### src/rtl/filter_coe_ctrl.sv
// Double-buffered 2D filter coefficient bank: cfg writes fill the shadow bank, a commit swaps it into the active bank atomically on the next video frame start.
// Writes take effect at the accepting edge; cfg_wr_ready is low while a commit is pending or the one-cycle update is shown.
module filter_coe_ctrl #(
  parameter int FILTER_DIM = 5,
  parameter int COE_WIDTH  = 16
) (
  input  logic                                      clk,
  input  logic                                      reset,
  input  logic                                      cfg_wr_valid,
  output logic                                      cfg_wr_ready,
  input  logic [5:0]                                cfg_wr_addr,
  input  logic [COE_WIDTH-1:0]                      cfg_wr_data,
  input  logic                                      cfg_commit,
  input  logic                                      cfg_abort,
  input  logic                                      mon_tvalid,
  input  logic                                      mon_tready,
  input  logic                                      mon_tuser,
  output logic [FILTER_DIM*FILTER_DIM*COE_WIDTH-1:0] coe_flat,
  output logic                                      coe_update,
  output logic                                      cfg_pending,
  output logic                                      cfg_err
);

  localparam int         NTAP   = FILTER_DIM * FILTER_DIM;
  localparam int         CENTRE = NTAP / 2;
  localparam logic [5:0] NTAP_A = 6'(NTAP);
  localparam logic [COE_WIDTH-1:0] UNITY = {1'b0, {(COE_WIDTH-1){1'b1}}};

  localparam logic [1:0] ST_IDLE    = 2'd0;
  localparam logic [1:0] ST_PENDING = 2'd1;
  localparam logic [1:0] ST_UPDATE  = 2'd2;

  logic [1:0]           state_q, state_d;
  logic                 err_q, err_d;
  logic [COE_WIDTH-1:0] shadow_q [NTAP];
  logic [COE_WIDTH-1:0] shadow_d [NTAP];
  logic [COE_WIDTH-1:0] active_q [NTAP];
  logic [COE_WIDTH-1:0] active_d [NTAP];

  logic wr_acc;
  logic wr_oor;
  logic frame_start;
  logic swap;

  assign wr_acc      = cfg_wr_valid && (state_q == ST_IDLE);
  assign wr_oor      = wr_acc && (cfg_wr_addr >= NTAP_A);
  assign frame_start = mon_tvalid && mon_tready && mon_tuser;
  // Abort beats a coincident frame start.
  assign swap        = (state_q == ST_PENDING) && !cfg_abort && frame_start;

  always_comb begin
    state_d = state_q;
    case (state_q)
      ST_IDLE:    if (cfg_commit) state_d = ST_PENDING;
      ST_PENDING: begin
        if (cfg_abort)        state_d = ST_IDLE;
        else if (frame_start) state_d = ST_UPDATE;
      end
      ST_UPDATE:  state_d = ST_IDLE;
      default:    state_d = ST_IDLE;
    endcase
  end

  // An out-of-range write in the commit cycle keeps the flag set.
  always_comb begin
    err_d = err_q;
    if (state_q == ST_IDLE && cfg_commit) err_d = 1'b0;
    if (wr_oor)                           err_d = 1'b1;
  end

  always_comb begin
    for (int k = 0; k < NTAP; k++) begin
      shadow_d[k] = shadow_q[k];
      active_d[k] = active_q[k];
      if (wr_acc && cfg_wr_addr == 6'(k)) shadow_d[k] = cfg_wr_data;
      if (swap)                           active_d[k] = shadow_q[k];
    end
  end

  always_ff @(posedge clk or negedge reset) begin
    if (!reset) begin
      state_q <= ST_IDLE;
      err_q   <= 1'b0;
      for (int k = 0; k < NTAP; k++) begin
        shadow_q[k] <= (k == CENTRE) ? UNITY : '0;
        active_q[k] <= (k == CENTRE) ? UNITY : '0;
      end
    end else begin
      state_q <= state_d;
      err_q   <= err_d;
      for (int k = 0; k < NTAP; k++) begin
        shadow_q[k] <= shadow_d[k];
        active_q[k] <= active_d[k];
      end
    end
  end

  assign cfg_wr_ready = (state_q == ST_IDLE);
  assign cfg_pending  = (state_q == ST_PENDING);
  assign coe_update   = (state_q == ST_UPDATE);
  assign cfg_err      = err_q;

  for (genvar g = 0; g < NTAP; g++) begin : g_flat
    assign coe_flat[g*COE_WIDTH +: COE_WIDTH] = active_q[g];
  end

endmodule

### config.mk
export PLATFORM = sky130hd
export DESIGN_NAME = filter_coe_ctrl
export DESIGN_NICKNAME = d
export VERILOG_FILES = /design/src/rtl/filter_coe_ctrl.sv
export SDC_FILE = /design/constraint.sdc
export NUM_CORES = 1
export LEC_CHECK = 0
export ABC_AREA = 1
export CELL_PAD_IN_SITES_DETAIL_PLACEMENT = 0
export CELL_PAD_IN_SITES_GLOBAL_PLACEMENT = 1
export CORE_MARGIN = 8
export CORE_UTILIZATION = 45
export DETAILED_ROUTE_END_ITERATION = 8
export PLACE_DENSITY = 0.93
export SETUP_SLACK_MARGIN = 0.1
export SKIP_LAST_GASP = 1
export SYNTH_ARGS = -nofsm -noshare
export SYNTH_HDL_FRONTEND = slang
export SYNTH_SLANG_ARGS = --single-unit
### constraint.sdc
create_clock -name clk -period 4.6 [get_ports clk]
set_input_delay 0.92 -clock clk [delete_from_list [all_inputs] [get_ports clk]]
set_output_delay 0.92 -clock clk [all_outputs]
set_load 0.01 [all_outputs]
==> impl_metrics.ini <==
[status]
status = completed

[sta]
hold_slack_ps = 316
grt_setup_unrepaired = false
finalSetupViolCount = 0
timing.final.max_slew_violations = 0
fin_crit_sh = 0.653
worst_slew_pin_slew_ps = 1210
timing.slew.headroom = 0.190
hold_viol_final = 0
timing.final.ws_setup_ps = 1600
final.setup_skew_ps = 18.5
period_needed_ps = 3000
final.setup.tns_ps = 0
fmaxAchievable_ghz = 0.333

[yosys]
synth_nets = 3617
synth_cell_type_count = 21
yosys_register_bits = 803
yosys.area.top_type_share = 0.606
syn_avg_cell_area_um2 = 8.90
yosysSeqAreaShare = 0.631
yosys-top-cells-area = dfrtp_1 61%, nand2_1 19%, nand3_1 11%, dfstp_2 2.5%, nand4_1 1.9%
synthesis.instances = 3587
yosysWarnings = 0
synth_area_um2 = 31900
synth_top_area_cell = dfrtp_1

[global_routing]
grt_first_pass_wirelength_um = 159000
grt-ovfl-total = 0
grt_pass1_vias = 25843
largest_net_degree_at_the_start_of_global_routing = 173
initial_antenna_violation_count = 5
total_grt_usage = 0.257

[finish]
post-route-util = 0.566
postLayoutCellArea_um2 = 39700
synthToLayoutAreaGrowth_pct = 24.5
layoutNonFillerInstCount = 4888
filler_cell_count = 6289
finalNetCount = 3907
layout-drive-gt1-share = 0.0697

[setup_path]
timing.critical_path.cells = nor2_2 > clkdlybuf4s50_1
worstSetupEndpointType = output port
setup.worst_path.start_class = flop
critical_path_depth = 2
regToRegSetupSlack_ps = 1870
cp.required_ps = 3680
critical-path-top-delay-family = buffers and inverters
crit_path_top_delay_cell = clkdlybuf4s50_1
slowest_delay_ps = 640
cp_max_fo = 4
critical_path_arrival_ps = 2080
worstSetupPathType = flop to output port
worst-path-buf-inv = 1
r2r.worst_path.cells = 7

[placed_design]
dpl_worst_slack_ps = 1120
placedInstanceArea_um2 = 36900
port_buffers = 433
routabilityCongestion = 0.792
post-place-cells = 4732
dp_hpwl_um = 63100

[routing]
route.antenna.remaining_nets = 0
routed_via_density = 5.41
detailroute.via_count = 26443
totalWireLength_um = 104000
wire_per_inst_um = 21.3
dr.first_iter.drc_count = 3027
number_of_optimization_iterations_in_the_first_detailed_route_pass = 6
drt_drc_violations_left = 0

[clocking]
clock_tree.root_cell = clkbuf_16
clockBufferDepth = 3
cts_hold_repair.buffers = 0
clk_transition_reported_paths_ps = 60
clkLatencyLatePin_ps = 620
cts-htree-levels = 3
tritoncts_num_sinks = 803
cts_repair_resize_count = 0
clock_tree_from_tritoncts = done
cts_setup_buffers = 0
numCtsBuffers = 83

[pwr]
power.ir.vdd_worst_v = 0.000250
power.static_leakage_nw = 21.0
post-layout-total-power_mw = 17.3
pwr_density_cell_nw_per_um2 = 436

[die]
fp.dieW_um = 282
rows = 97
design.portCount = 434
start_util = 0.455
floorplan.die.height_um = 282
fp.dieArea_um2 = 79700
design.core.area_um2 = 70100

[run]
drv.max_cap_violation_count = 0

[min_path]
holdCritPathClass = input port to asynchronous set/reset pin
[state kept, by name (all words and copies together) (netlist names)]
| name | flops |
|---|---|
| shadow_q | 400 |
| state_q | 2 |
| cfg_err | 1 |
| coe_flat | 400 |
[where the power goes]
group	internal (mW)	leakage, nW	switching (mW)	total [mW]
sequential	7.78	10.9	0.462	8.24
combinational	0.870	8.68	1.29	2.16
clock	4.07	1.39	2.84	6.92
[cells in the final DEF, fill, tap and decap left out, drive strengths merged, types with 19 or more instances in the layout]
cell / count
clkbuf: 129
clkdlybuf4s50: 416
nor2: 28
nand4: 96
buf: 78
nand3: 683
nand2: 1666
dfrtp: 773
dfstp: 30
inv: 19
[synth_stat cells, drive strengths merged]
library cell	n
o21ai	1
o21a	1
nand2	1666
clkinv	3
nor2	28
buf	120
nand4	96
nor3	1
nand3	683
dfrtp	773
clkbuf	169
and3	1
inv	15
dfstp	30
[path summary, 6_finish.rpt]
| kind | start | end |
|---|---|---|
| worst min-delay path | reset | coe_flat[78]$_DFFE_PN0P_ |
| max in group asynchronous | reset | coe_flat[234]$_DFFE_PN0P_ |
| min in group clk | coe_flat[192]$_DFFE_PN1P_ | coe_flat[192]$_DFFE_PN1P_ |
| worst max-delay path | state_q[1]$_DFFE_PN0P_ | cfg_wr_ready |
| worst max register to register | state_q[1]$_DFFE_PN0P_ | shadow_q[154]$_DFFE_PN0P_ |
| worst min register to register | coe_flat[192]$_DFFE_PN1P_ | coe_flat[192]$_DFFE_PN1P_ |
[logic make-up (layout without fill, tap and decap cells)]
group	count (synthesis)	in the layout	synth area share
and+or+nand+nor	2475	2475	0.328
buffers and inverters	307	666	0.0410
AOI/OAI and AO/OA	2	2	0.000392
other	0	2	0
DFF	803	803	0.631
[final cells by class]
type,count,area [um2],share of cell area
diodes,2,5.00,0.000126
clock buffers,129,2520,0.0635
clock inverters,25,294,0.00740
inverters,18,67.6,0.00170
multi-input cells,2477,10600,0.266
flip-flops and latches,803,20100,0.507
well taps,940,1180,0.0296
repair buffers,494,4970,0.125
[per-layer routing]
metal  vias to the layer above  global-route usage  wire (um)
met3                       208              0.0392       7890
met1                     13079               0.356      43400
met2                      1071               0.412      49300
met5                         -                   0         24
met4                         4              0.0940       3750
li1                      12081                   -          -
No activity file was read; power rests on OpenSTA's default activity.
